<file path="src/rtl/stc0_pkg.sv">
// Shared widths and helpers for the stc0 egress packer.
package stc0_pkg;

  localparam int unsigned STC0_BYTE_W         = 8;
  localparam int unsigned STC0_WORD_W         = 32;
  localparam int unsigned STC0_BYTES_PER_WORD = 4;
  localparam int unsigned STC0_IDX_W          = $clog2(STC0_BYTES_PER_WORD);
  localparam int unsigned STC0_PART_W         = STC0_WORD_W - STC0_BYTE_W;
  localparam int unsigned STC0_DROP_CNT_W     = 8;

  // Saturating increment for the dropped-word counter.
  function automatic logic [STC0_DROP_CNT_W-1:0] sat_inc(
    input logic [STC0_DROP_CNT_W-1:0] v
  );
    return (&v) ? v : v + STC0_DROP_CNT_W'(1);
  endfunction

endpackage

</file>
<file path="src/rtl/stc0_egress_packer_if.sv">
// Egress byte stream in, packed word FIFO out, plus overflow status.
interface stc0_egress_packer_if #(
  parameter int unsigned DEPTH = 8
);
  import stc0_pkg::*;

  localparam int unsigned AW = $clog2(DEPTH);

  logic [STC0_BYTE_W-1:0]     ED;
  logic                       EValid;
  logic                       Flush;
  logic                       Pop;
  logic                       ClrOverflow;
  logic [STC0_WORD_W-1:0]     WordOut;
  logic                       WordValid;
  logic [AW:0]                Level;
  logic                       Overflow;
  logic [STC0_DROP_CNT_W-1:0] DropCnt;

  // Driver side: core egress plus the word reader.
  modport master (
    output ED, EValid, Flush, Pop, ClrOverflow,
    input  WordOut, WordValid, Level, Overflow, DropCnt
  );

  // Packer side.
  modport slave (
    input  ED, EValid, Flush, Pop, ClrOverflow,
    output WordOut, WordValid, Level, Overflow, DropCnt
  );

endinterface

</file>
<file path="src/rtl/stc0_sync_fifo.sv">
// Flop-based first-word-fall-through FIFO. Push while full is accepted only alongside a
// pop. The output word is registered and holds its last value once the FIFO drains.
module stc0_sync_fifo #(
  parameter int unsigned DEPTH = 8,
  parameter int unsigned WIDTH = 32
) (
  input  logic                     clk_i,
  input  logic                     rst_ni,
  input  logic                     flush_i,
  input  logic                     push_i,
  input  logic                     pop_i,
  input  logic [WIDTH-1:0]         wdata_i,
  output logic [WIDTH-1:0]         rdata_o,
  output logic                     full_o,
  output logic                     empty_o,
  output logic [$clog2(DEPTH):0]   level_o
);

  localparam int unsigned AW = $clog2(DEPTH);

  logic [WIDTH-1:0] mem_q [DEPTH];
  logic [WIDTH-1:0] mem_d [DEPTH];
  logic [AW-1:0]    wr_q, wr_d, rd_q, rd_d;
  logic [AW:0]      cnt_q, cnt_d;
  logic [WIDTH-1:0] out_q, out_d;
  logic             push_ok, pop_ok;

  assign full_o  = (cnt_q == (AW+1)'(DEPTH));
  assign empty_o = (cnt_q == '0);
  assign level_o = cnt_q;
  assign rdata_o = out_q;

  assign pop_ok  = pop_i & ~empty_o & ~flush_i;
  assign push_ok = push_i & ~flush_i & (~full_o | pop_ok);

  // Pointer/count update and next head word.
  always_comb begin
    mem_d = mem_q;
    wr_d  = wr_q;
    rd_d  = rd_q;
    cnt_d = cnt_q;
    if (flush_i) begin
      wr_d  = '0;
      rd_d  = '0;
      cnt_d = '0;
    end else begin
      if (push_ok) begin
        mem_d[wr_q] = wdata_i;
        wr_d        = wr_q + AW'(1);
      end
      if (pop_ok) begin
        rd_d = rd_q + AW'(1);
      end
      unique case ({push_ok, pop_ok})
        2'b10:   cnt_d = cnt_q + (AW+1)'(1);
        2'b01:   cnt_d = cnt_q - (AW+1)'(1);
        default: cnt_d = cnt_q;
      endcase
    end
    // Present the new head; hold the old word when empty.
    out_d = (cnt_d != '0) ? mem_d[rd_d] : out_q;
  end

  // State registers.
  always_ff @(posedge clk_i or negedge rst_ni) begin
    if (!rst_ni) begin
      for (int i = 0; i < int'(DEPTH); i++) mem_q[i] <= '0;
      wr_q  <= '0;
      rd_q  <= '0;
      cnt_q <= '0;
      out_q <= '0;
    end else begin
      mem_q <= mem_d;
      wr_q  <= wr_d;
      rd_q  <= rd_d;
      cnt_q <= cnt_d;
      out_q <= out_d;
    end
  end

endmodule

</file>
<file path="src/rtl/stc0_egress_packer.sv">
// Packs the core egress byte stream into 32-bit words (first byte in the low lane) and
// queues them for a word-wide reader; counts words lost to a full FIFO.
module stc0_egress_packer
  import stc0_pkg::*;
#(
  parameter int unsigned DEPTH = 8
) (
  input logic                   Clk,
  input logic                   ARstb,
  stc0_egress_packer_if.slave   bus
);

  localparam int unsigned AW = $clog2(DEPTH);

  logic [STC0_IDX_W-1:0]      idx_q, idx_d;
  logic [STC0_PART_W-1:0]     part_q, part_d;
  logic                       ovf_q, ovf_d;
  logic [STC0_DROP_CNT_W-1:0] drop_cnt_q, drop_cnt_d;

  logic                   word_done;
  logic [STC0_WORD_W-1:0] word;
  logic                   fifo_full, fifo_empty;
  logic                   pop_ok;
  logic                   drop;
  logic [AW:0]            level;

  // A byte landing in the Flush cycle is discarded, so it never completes a word.
  assign word_done = bus.EValid & ~bus.Flush & (idx_q == STC0_IDX_W'(STC0_BYTES_PER_WORD - 1));
  assign word      = {bus.ED, part_q};
  assign pop_ok    = bus.Pop & ~fifo_empty & ~bus.Flush;
  assign drop      = word_done & fifo_full & ~pop_ok;

  // Byte lane index and partial word; EValid holes leave both untouched.
  always_comb begin
    idx_d  = idx_q;
    part_d = part_q;
    if (bus.Flush) begin
      idx_d  = '0;
      part_d = '0;
    end else if (bus.EValid) begin
      idx_d = idx_q + STC0_IDX_W'(1);
      unique case (idx_q)
        2'd0:    part_d[7:0]   = bus.ED;
        2'd1:    part_d[15:8]  = bus.ED;
        2'd2:    part_d[23:16] = bus.ED;
        default: part_d        = part_q;
      endcase
    end
  end

  // Sticky overflow and saturating drop count; a drop beats a same-cycle clear.
  always_comb begin
    ovf_d      = ovf_q;
    drop_cnt_d = drop_cnt_q;
    if (drop) begin
      ovf_d      = 1'b1;
      drop_cnt_d = bus.ClrOverflow ? STC0_DROP_CNT_W'(1) : sat_inc(drop_cnt_q);
    end else if (bus.ClrOverflow) begin
      ovf_d      = 1'b0;
      drop_cnt_d = '0;
    end
  end

  // State registers.
  always_ff @(posedge Clk or negedge ARstb) begin
    if (!ARstb) begin
      idx_q      <= '0;
      part_q     <= '0;
      ovf_q      <= 1'b0;
      drop_cnt_q <= '0;
    end else begin
      idx_q      <= idx_d;
      part_q     <= part_d;
      ovf_q      <= ovf_d;
      drop_cnt_q <= drop_cnt_d;
    end
  end

  stc0_sync_fifo #(
    .DEPTH (DEPTH),
    .WIDTH (STC0_WORD_W)
  ) u_fifo (
    .clk_i   (Clk),
    .rst_ni  (ARstb),
    .flush_i (bus.Flush),
    .push_i  (word_done),
    .pop_i   (bus.Pop),
    .wdata_i (word),
    .rdata_o (bus.WordOut),
    .full_o  (fifo_full),
    .empty_o (fifo_empty),
    .level_o (level)
  );

  assign bus.WordValid = ~fifo_empty;
  assign bus.Level     = level;
  assign bus.Overflow  = ovf_q;
  assign bus.DropCnt   = drop_cnt_q;

endmodule
</file>
<file path="src/flat_wrapper.sv">
// flat-port wrapper written by rule: the top's interface ports become plain ports
module stc0_egress_packer_flat import stc0_pkg::*;
#(
  parameter int unsigned DEPTH = 8
)
  (Clk, ARstb, bus_ED, bus_EValid, bus_Flush, bus_Pop, bus_ClrOverflow, bus_WordOut, bus_WordValid, bus_Level, bus_Overflow, bus_DropCnt);
  stc0_egress_packer_if #(.DEPTH(DEPTH)) bus_i ();
  input logic Clk;
  input logic ARstb;
  input wire logic [$bits(bus_i.ED)-1:0] bus_ED;
  input wire logic [$bits(bus_i.EValid)-1:0] bus_EValid;
  input wire logic [$bits(bus_i.Flush)-1:0] bus_Flush;
  input wire logic [$bits(bus_i.Pop)-1:0] bus_Pop;
  input wire logic [$bits(bus_i.ClrOverflow)-1:0] bus_ClrOverflow;
  output wire logic [$bits(bus_i.WordOut)-1:0] bus_WordOut;
  output wire logic [$bits(bus_i.WordValid)-1:0] bus_WordValid;
  output wire logic [$bits(bus_i.Level)-1:0] bus_Level;
  output wire logic [$bits(bus_i.Overflow)-1:0] bus_Overflow;
  output wire logic [$bits(bus_i.DropCnt)-1:0] bus_DropCnt;
  assign bus_i.ED = bus_ED;
  assign bus_i.EValid = bus_EValid;
  assign bus_i.Flush = bus_Flush;
  assign bus_i.Pop = bus_Pop;
  assign bus_i.ClrOverflow = bus_ClrOverflow;
  assign bus_WordOut = bus_i.WordOut;
  assign bus_WordValid = bus_i.WordValid;
  assign bus_Level = bus_i.Level;
  assign bus_Overflow = bus_i.Overflow;
  assign bus_DropCnt = bus_i.DropCnt;
  stc0_egress_packer #(.DEPTH(DEPTH)) u_core (.Clk(Clk), .ARstb(ARstb), .bus(bus_i));
endmodule
</file>
<file path="config.mk">
export PLATFORM = sky130hd
export DESIGN_NAME = stc0_egress_packer_flat
export DESIGN_NICKNAME = d
export VERILOG_FILES = /design/src/rtl/stc0_pkg.sv /design/src/rtl/stc0_egress_packer_if.sv /design/src/rtl/stc0_sync_fifo.sv /design/src/rtl/stc0_egress_packer.sv /design/src/flat_wrapper.sv
export SDC_FILE = /design/constraint.sdc
export NUM_CORES = 1
export LEC_CHECK = 0
export CORE_ASPECT_RATIO = 0.9
export CORE_MARGIN = 1.5
export CORE_UTILIZATION = 55
export DETAILED_ROUTE_END_ITERATION = 8
export PLACE_DENSITY_LB_ADDON = 0.05
export SETUP_SLACK_MARGIN = 0.1
export SLEW_MARGIN = 20
export SYNTH_ARGS = -nofsm -noshare
export SYNTH_HDL_FRONTEND = slang
export SYNTH_SLANG_ARGS = --single-unit
</file>
<file path="constraint.sdc">
create_clock -name Clk -period 5.63 [get_ports Clk]
set_input_delay 1.4075 -clock Clk [delete_from_list [all_inputs] [get_ports Clk]]
set_output_delay 1.4075 -clock Clk [all_outputs]
set_load 0.02 [all_outputs]
</file>
After elaboration in Yosys (flattened, before gate mapping)
Cells that the tools add are included.
{ "totals": {"register_bits": 333, "inputBits": 14, "output_inout_bits": 46, "wordCells": 91} }
{ "classes": {"n_addsub": 6, "n_lt_le_gt_ge": 3, "n_eq_ne": 7, "n_mux": 27, "bitwise": 15, "n_reduce_logical": 15} }
{ "ops": {"columns": ["operator", "n"], "rows": [
  ["2-to-1 mux 256 bit", 2],
  ["bitwise mux 256 bit", 1],
  ["binary-select mux 32 bit (select 3 bit)", 1],
  ["demux 32 bit (select 3 bit)", 1],
  ["2-to-1 mux 32 bit", 3],
  ["2-to-1 mux 8 bit", 7],
  ["2-to-1 mux 24 bit", 2],
  ["2-to-1 mux 3 bit", 4],
  ["nonzero test 2 bit", 6],
  ["adder 8 x 1 -> 8 bit (second input constant)", 1],
  ["bitwise AND 1 bit", 8],
  ["greater-or-equal comparator 4 bit (second input constant)", 2],
  ["NOT 3 -> 4 bit", 2],
  ["case mux 4 bit (2 select lines)", 1],
  ["AND reduction 2 bit", 4],
  ["AND reduction 8 bit", 1],
  ["adder 3 x 1 -> 3 bit (second input constant)", 2],
  ["== test 2 bit (second input constant)", 3],
  ["adder 4 x 1 -> 4 bit (second input constant)", 1],
  ["== test 2 x 1 -> 1 bit (second input constant)", 2],
  ["== test 4 bit (second input constant)", 1],
  ["zero test 4 bit", 1],
  ["less-than comparator 4 x 1 -> 1 bit (second input constant)", 1],
  ["2-to-1 mux 2 bit", 2],
  ["10 further kinds", 14]
]} }

Logic depth before layout (Yosys ltp)
Gate-level depths: netlist (run 1).
{ "logic_depth": {"depth_word": 11, "depth_mapped": 16, "depth_no_buf": 14} }

Hierarchy
Synthesis (run 1) repeated with hierarchy kept, for this count alone.
{ "hier_totals": {"cells_unflattened": 1429, "area_unflattened_um2": 16198.0} }
{ "by_module_without_submodules": {"columns": ["module", "n_inst", "cells_each", "area_each_um2", "seq_area_each_um2"], "rows": [
  ["stc0_sync_fifo", 1, 1254, 14570.2, 7457.2],
  ["stc0_egress_packer", 1, 175, 1627.8, 875.8]
]} }

Worst setup path after synthesis (run 1)
No wires, ideal clock.
{ "synth_path": {"path_type": "input -> register", "start": "input port bus_Flush", "end": "register u_core.u_fifo.out_q[10], in the netlist u_core.u_fifo.rdata_o[10]", "setup_ns": 0.121, "arrival_ns": 4.473, "required_ns": 5.509, "path_slack_ns": 1.036, "cell_stages": 16, "path_buffers": 5, "path_cell_list": "clkbuf_1 clkbuf_1 clkbuf_1 nor2_1 ha_1 xor2_1 ha_1 a21oi_1 xor2_1 nor2_1 xnor2_1 a31o_2 clkbuf_1 clkbuf_1 a221oi_1 a22o_1"} }
{ "synth_via": {"elab_chain_cells": 10, "elab_cells_between_ends": 20, "cone_classes": "eq/ne (2); mux (9); bitwise (8); reduce/logical (1)"} }
{ "synth_lines": {"columns": ["item", "line_no", "source"], "rows": [
  ["start, declared", "flat_wrapper.sv:12", "input wire logic [$bits(bus_i.Flush)-1:0] bus_Flush;"],
  ["NOT 1 bit", "stc0_sync_fifo.sv:33, stc0_sync_fifo.sv:34, stc0_egress_packer.sv:28", null],
  ["bitwise AND 1 bit (2 in a row)", "stc0_egress_packer.sv:28", "assign word_done = bus.EValid & ~bus.Flush & (idx_q == STC0_IDX_W'(STC0_BYTES_PER_WORD - 1));"],
  ["bitwise AND 1 bit (2 in a row)", "stc0_sync_fifo.sv:34", "assign push_ok = push_i & ~flush_i & (~full_o | pop_ok);"],
  ["2-to-1 mux 256 bit", "stc0_sync_fifo.sv:47", "if (push_ok) begin"],
  ["2-to-1 mux 256 bit", "stc0_sync_fifo.sv:42", "if (flush_i) begin"],
  ["binary-select mux 32 bit (select 3 bit)", "stc0_sync_fifo.sv:61", "out_d = (cnt_d != '0) ? mem_d[rd_d] : out_q;"],
  ["2-to-1 mux 32 bit (implied by the code) (2 in a row)", "stc0_sync_fifo.sv:61", null],
  ["end signal, assigned", "stc0_sync_fifo.sv:77", "out_q <= out_d;"],
  ["end, declared", "stc0_sync_fifo.sv:25", "logic [WIDTH-1:0] out_q, out_d;"]
]} }
Several ways; a longest one is shown, not always the timed one. The select of a mux whose other input is x is not followed.
A chain may end at the register's enable or synchronous reset.

Worst setup path after layout (run 1)
{ "layout_path": {"start": "input port bus_Pop", "end": "register u_core.u_fifo.out_q[15], in the netlist u_core.u_fifo.rdata_o[15]"} }
{ "layout_via": {"elab_chain_cells": 9, "elab_cells_between_ends": 17, "cone_classes": "eq/ne (2); mux (9); bitwise (5); reduce/logical (1)"} }
{ "layout_lines": {"columns": ["item", "line_no", "source"], "rows": [
  ["start, declared", "flat_wrapper.sv:13", "input wire logic [$bits(bus_i.Pop)-1:0] bus_Pop;"],
  ["bitwise AND 1 bit (*) (2 in a row)", "stc0_sync_fifo.sv:33", "assign pop_ok = pop_i & ~empty_o & ~flush_i;"],
  ["bitwise OR 1 bit", "stc0_sync_fifo.sv:34", null],
  ["bitwise AND 1 bit", "stc0_sync_fifo.sv:34", null],
  ["2-to-1 mux 256 bit", "stc0_sync_fifo.sv:47", null],
  ["2-to-1 mux 256 bit", "stc0_sync_fifo.sv:42", null],
  ["binary-select mux 32 bit (select 3 bit)", "stc0_sync_fifo.sv:61", null],
  ["2-to-1 mux 32 bit (implied by the code) (2 in a row)", "stc0_sync_fifo.sv:61", null]
]} }
Every way passes the cells marked *; elsewhere a longest branch is shown, timed or not. The select of a mux whose other input is x is not followed.

==> impl_results.md, run 1 <==
* Status: finished clean
* Syn_area_per_cell at 12.7 um^2
* P&R area growth vs syn at 13.5%
* MaxCap Viol Count at 0
* Most frequent cells in the layout: dfrtp_1, mux2_2, mux2i_1
* Nets at 1259
* Drt drc at 0
* Hold Path Depth at 2
* Worst VDD drop at 0.287 mV
* Ys async rst share at 1.00
* Cell Area, Synth at 0.0152 mm^2
* TritonCTS clock tree: done
* Fin. Hold Viols at 0
* Critical Path End Type: flip-flop
* Core Box Area at approximately 0.027 mm^2
* P per Cell Area at 288 mW/mm^2
* Hold Path Sink: u_core.u_fifo.mem_q[200]
* Drt pass-1 iters at 5
* Cells after Synth at roughly 1200
* RSZ-0062 raised after global routing: false
* Antenna cells at 0
* RR Endpoint: u_core.u_fifo.rdata_o[15]
* H-tree Lvls at 2
* Leak pwr at about 8.2 nW
* Sink Count at ~330
* Warnings, synthesis at 0
* Final period util at 0.791
* CP startpoint: bus_Pop
* Most common cell after layout, fill and taps aside: dfrtp_1
* Slew headroom at 0.283
* Initial antenna violation count at 0
* Worst setup SP type: primary input
* Final Setup Violations at 0
* Postcts setup bufs at 0
* CP Max Fanout at 34
* Site Rows at 57
* Maximum clock path buffer count at 3
* CP required at 6.02 ns
* Total die area at 0.0287 mm^2
* Number of port buffers at 59
* Fill count at 2105
* Top-Level Pins at 60
* Arr. time, crit path at roughly 4.9 ns
* Main synth FF type: dfrtp_1
* WL/cell at 21.8 um
* Layout Skew at roughly 0.014 ns
* Root Buffer: clkbuf_16
* Routability cong. at 0.743
* Post-DP HPWL at 20800 um
* Largest net degree at the start of global routing at 118
* Clock transition at path regs at around 0.06 ns
* Syn_nets at 1220
* Initial Util at 0.562
* First-pass GRT wire length at around 57000 um
* Worst min path class: reg2reg
* Die Wd at between 150 and 200 um
* F_max at about 0.22 GHz
* Via count at 9590
* Fin Hold WS at between 0.4 and 0.5 ns
* Post-CTS Resized at 0
* Fin crit period at between 4 and 5 ns
* Routed Antenna Nets at 0
* EDFF count, synth at 0
* Post-CTS Hold Fix Bufs at 0
* Die Y at 161 um
* Drt via density at just under 6
* Total global routing overflow at 0
* Synth cell types at 50
* GRT Util Overall at 0.258
* Worst Hold Launch: u_core.u_fifo.mem_q[200]
* Vias in the first global route at 10100
* Final WL at 35200 um
* Layout cells sized above 1 at 0.263
* Sequential area share after synthesis at 0.548
* Reg2reg setup slack at 1.63 ns
* Slew Limit Fails at 0
* Worst Tran Pin Value at 1.07 ns
* Clock Latency Late Sink at 0.51 ns
* DR iter-0 viols at 541
* Reg2reg start: u_core.u_fifo.level_o[3]
* R2R cell count at 13
* TNS Setup at 0 ns
* Seq cells post-synth at about 330
* CP Class: in2reg
* TritonCTS Buffers at 36
[worst max-delay path by stage]
stage / endpoint / slack (ns) / cells after the start
after floorplan: u_core.u_fifo.rdata_o[10] / 1.04 / 16
after global placement: u_core.u_fifo.rdata_o[14] / 0.73 / 15
after detailed placement: u_core.u_fifo.rdata_o[1] / 0.64 / 15
after CTS: u_core.u_fifo.rdata_o[12] / 1.19 / 15
after global routing: u_core.u_fifo.rdata_o[17] / 0.90 / 15
final: u_core.u_fifo.rdata_o[15] / 1.17 / 15
[synthesized netlist by cell type (all sizes together) (5+ instances only)]
library cell / n / area (um^2)
inv: 50 / 188
nor3: 35 / 186
nand3: 29 / 145
o211ai: 22 / 165
nand2b: 48 / 300
a221oi: 9 / 78.8
buf: 49 / 344
dfrtp: 333 / 8330
nand2: 43 / 161
clkbuf: 37 / 139
ha: 10 / 125
mux2: 214 / 2410
xnor2: 5 / 43.8
o22ai: 22 / 138
o21ai: 5 / 25.0
mux2i: 77 / 771
a21oi: 53 / 269
a22o: 31 / 272
xor2: 10 / 87.6
nor2: 46 / 173
nor2b: 10 / 62.6
mux4: 22 / 495
[power breakdown]
part / total (mW) / switching, mW / internal (mW) / leakage, nW
registers: 2.46 / 0.0321 / 2.43 / 4.64
logic: 0.215 / 0.144 / 0.0710 / 2.97
clock network: 2.30 / 0.918 / 1.38 / 0.564
total: 4.97 / 1.09 / 3.88 / 8.18
[registers in the layout, indices dropped and copies added, names as in the netlist]
| name | cells |
|---|---|
| u_core.u_fifo.level_o | 4 |
| u_core.u_fifo.rd_q | 3 |
| u_core.u_fifo.wr_q | 3 |
| u_core.idx_q | 2 |
| u_core.u_fifo.mem_q | 256 |
| u_core.u_fifo.rdata_o | 32 |
| u_core.bus.Overflow | 1 |
| u_core.part_q | 24 |
| u_core.bus.DropCnt | 8 |
[cell families after synthesis]
family | synth area share
flops | 0.548
mux | 0.242
simple gates | 0.0782
compound gates | 0.0719
buf+inv | 0.0441
xor+xnor | 0.00863
fa+ha+maj | 0.00822
[cell type report]
cell class | count | area [um^2] | area share
Sequential cell | 333 | 8330 | 0.482
Tap cell | 354 | 443 | 0.0256
Multi-Input combinational cell | 727 | 6320 | 0.366
Inverter | 50 | 189 | 0.0109
Clock buffer | 54 | 1050 | 0.0608
Timing Repair Buffer | 87 | 851 | 0.0492
Clock inverter | 8 | 93.8 | 0.00543
[worst max-delay path, cell delays in order]
cell and delay [ns]:
clkdlybuf4s50_1 0.51, nand2b_1 0.25, a31oi_4 0.37, inv_1 0.13
ha_1 0.28, xor2_1 0.18, ha_1 0.20, a21oi_1 0.14
xor2_1 0.18, nor2_1 0.07, xnor2_1 0.22, a31o_2 0.20
buf_4 0.39, a21oi_1 0.08, a22o_1 0.22
[stage by stage]
| step | cell area, um^2 | total power [mW] | cells | utilization | setup WS, ns |
|---|---|---|---|---|---|
| final | 17300 | 4.97 | 1613 | 0.638 | 1.17 |
| after global placement | 16100 | 2.72 | 1551 | 0.595 | 0.730 |
| after floorplan | 15200 | 2.60 | 1196 | - | 1.04 |
| after global routing | 17300 | 5.15 | 1613 | 0.638 | 0.895 |
| after detailed placement | 16100 | 2.72 | 1551 | 0.595 | 0.644 |
| after CTS | 17300 | 5.03 | 1613 | 0.638 | 1.19 |
[routing by layer]
metal / routed length (um) / vias to the layer above / track usage
met5: 0 / - / 0
met4: 655 / 0 / 0.0659
met3: 1570 / 54 / 0.0348
met2: 16200 / 214 / 0.397
met1: 16800 / 4990 / 0.388
li1: - / 4332 / -
(Power assumes the default switching activity.)
==> run 2, diff against run 1 <==
Clock period 5.63 ns to 4.7 ns, I/O delays scaled along.
==> impl_results.md, run 2 (synthesis results as in run 1) <==
* Met3 wire len at 1480 um (-6.2%)
* Post-DP HPWL at 21000 um (+0.70%)
* H-tree Lvls at 2 (unchanged)
* Drt drc at 0 (unchanged)
* WL/cell at 21.7 um (-0.70%)
* Drt via density at 5.93 (-0.26%)
* Die Y at 161 um (unchanged)
* P per Cell Area at 348 mW/mm^2 (+21%)
* Fill count at 2131 (+1.2%)
* Fin Hold WS at 0.474 ns (-0.00643 ns)
* Largest net degree at the start of global routing at 123 (+4.2%)
* RSZ-0062 raised after global routing: false
* Switching power of the nets at 1.33 mW (+21%)
* Final Instance Area at 0.0175 mm^2 (+1.1%)
* R2R cell count at 14 (+1)
* Maximum clock path buffer count at 3 (unchanged)
* DP Area at 0.0163 mm^2 (+0.78%)
* Worst path slowest cell: clkdlybuf4s50_1
* Number of port buffers at 59 (unchanged)
* F_max at about 0.26 GHz
* Initial antenna violation count at 0 (unchanged)
* Root Buffer: clkbuf_16
* CP Max Fanout at 34 (unchanged)
* Metal2 WL at 16000 um (-1.2%)
* Sw frac at 0.218 (-0.00194)
* Slew Limit Fails at 0 (unchanged)
* Hold Path Depth at 2 (unchanged)
* Postcts setup bufs at 0 (unchanged)
* Most frequent cells in the layout: dfrtp_1, mux2_2, mux2i_1
* Final Setup Violations at 0 (unchanged)
* Footprint of the multi-input gates at 0.00631 mm^2 (-0.20%)
* CP peak stage delay at 0.53 ns (+0.02 ns)
* CP Class: in2reg
* WP buf/inv at 3 (unchanged)
* Fin. Hold Viols at 0 (unchanged)
* Final WL at 35100 um (-0.14%)
* Routed metal-1 wire length at 17100 um (+1.9%)
* Leak pwr at 8.28 nW (+1.2%)
* Status: finished clean
* DR top layer: met4
* Max reg flops at 256 (unchanged)
* Gate power share at 0.043 (about the same)
* Post-CTS Resized at 0 (unchanged)
* TritonCTS clock tree: done
* First-pass GRT wire length at 57200 um (-0.12%)
* Vias in the first global route at 10100 (+0.23%)
* Layout cells sized above 1 at 0.267 (+0.00444)
* Most flops, register: u_core.u_fifo.mem_q
* Final period util at 0.833
* Post-CTS Hold Fix Bufs at 0 (unchanged)
* Top-Level Pins at 60 (unchanged)
* MaxCap Viol Count at 0 (unchanged)
* Most common cell after layout, fill and taps aside: dfrtp_1
* Cell internal pwr at 4.76 mW (+23%)
* Slew headroom at 0.361 (+0.0781)
* Critical Path End Type: flip-flop
* Worst setup SP type: primary input
* CP required at 5.11 ns (-0.91 ns)
* Routability cong. at 0.759 (+2.1%)
* Dpl ws at 0.264 ns (-0.380 ns)
* CP Depth at 15 (unchanged)
* Core Box Area at 0.0271 mm^2 (unchanged)
* Crit-path cells: clkdlybuf4s50_1 > nand3b_1 > a31oi_4 > inv_1 > ha_1 > xor2_1 > ha_1 > a21oi_1 > xor2_1 > nor2_1 > xnor2_1 > a31o_2 > buf_12 > a21oi_1 > a22o_1
* Worst VDD drop at 0.315 mV (+9.8%)
* Arr. time, crit path at 4.32 ns (-0.53 ns)
* Nets at 1269 (+0.79%)
* Flop pwr share at 0.485 (-0.010)
* P&R area growth vs syn at 14.8%
* Total die area at 0.0287 mm^2 (unchanged)
* Worst Tran Pin Value at 0.947 ns (-0.122 ns)
* Clock transition at path regs at 0.06 ns (about the same)
* Sink Count at 333 (unchanged)
* Via count at 9618 (+0.29%)
* Antenna cells at 0 (unchanged)
* Layout Skew at 0.0238 ns (+0.0101 ns)
* Worst min path class: reg2reg
* Routed Antenna Nets at 0 (unchanged)
* Clock Latency Late Sink at 0.52 ns (about the same)
* Clock Power Share at 0.472 (+0.010)
* Fin crit period at 3.92 ns
* Setup WS post-layout at 0.785 ns (-0.389 ns)
* Crit-path leading delay family: compound AO/OA/AOI/OAI gates
* Site Rows at 57 (unchanged)
* Initial Util at 0.562 (unchanged)
* Reg area at 0.00833 mm^2 (unchanged)
* GRT Util Overall at 0.257 (-0.000949)
* TritonCTS Buffers at 36 (unchanged)
* Drt pass-1 iters at 4 (-1)
* TNS Setup at 0 ns (unchanged)
* Total global routing overflow at 0 (unchanged)
* DR iter-0 viols at 572 (+5.7%)
* Die Wd at 178 um (unchanged)
## run 2: changes by cell type in the layout (fill, tap and decap cells not counted), sizes merged
cell    change
buf        +10
clkbuf      +4
clkinv      -4
inv         -1
## run 2: path summary, 6_finish.rpt
path	startpoint	to	slack, ns
hold / removal	u_core.u_fifo.mem_q[235]	u_core.u_fifo.mem_q[235]	0.47
hold reg to reg	u_core.u_fifo.mem_q[235]	u_core.u_fifo.mem_q[235]	0.47
max in group asynchronous	ARstb	u_core.u_fifo.mem_q[124]	2.98
setup / recovery	bus_EValid	u_core.u_fifo.rdata_o[17]	0.78
min in group asynchronous	ARstb	u_core.u_fifo.rdata_o[14]	0.75
setup reg to reg	u_core.u_fifo.level_o[3]	u_core.u_fifo.rdata_o[17]	0.94
## run 2: final cells by class
type	count	area share
sequential	333	0.477
multi-input combinational	727	0.361
clock buffer	58	0.0650
timing repair buffer	97	0.0566
tap	354	0.0253
inverter	50	0.0108
clock inverter	3	0.00437
## run 2: worst min-delay path: cells and delay by family, from the launching register on
kind / cells / cell delay, ns
multiplexers: 1 / 0.07
buffers and inverters: 1 / 0.05
flip-flops: 1 / 0.32
## run 2: power groups by stage
stage          logic (mW)  clock network [mW]  registers (mW)
5_1_grt             0.294                3.04            2.95
3_5_place_dp        0.265                   0            3.00
4_1_cts             0.266                2.92            2.95
3_3_place_gp        0.262                   0            3.00
2_1_floorplan       0.121                   0            2.99
6_report            0.260                2.87            2.95
## run 2: per-stage QoR
| stage | utilization | power (mW) | std cells |
|---|---|---|---|
| final | 0.645 | 6.08 | 1622 |
| after global routing | 0.645 | 6.29 | 1622 |
| after floorplan | - | 3.12 | 1196 |
| after global placement | 0.600 | 3.26 | 1561 |
| after CTS | 0.645 | 6.14 | 1622 |
| after detailed placement | 0.600 | 3.26 | 1561 |
## run 2: layer usage
| metal | up-vias | global-route usage |
|---|---|---|
| li1 | 4364 | - |
| met1 | 5018 | 0.390 |
| met2 | 190 | 0.395 |
| met3 | 46 | 0.0343 |
| met4 | 0 | 0.0606 |
| met5 | - | 0 |
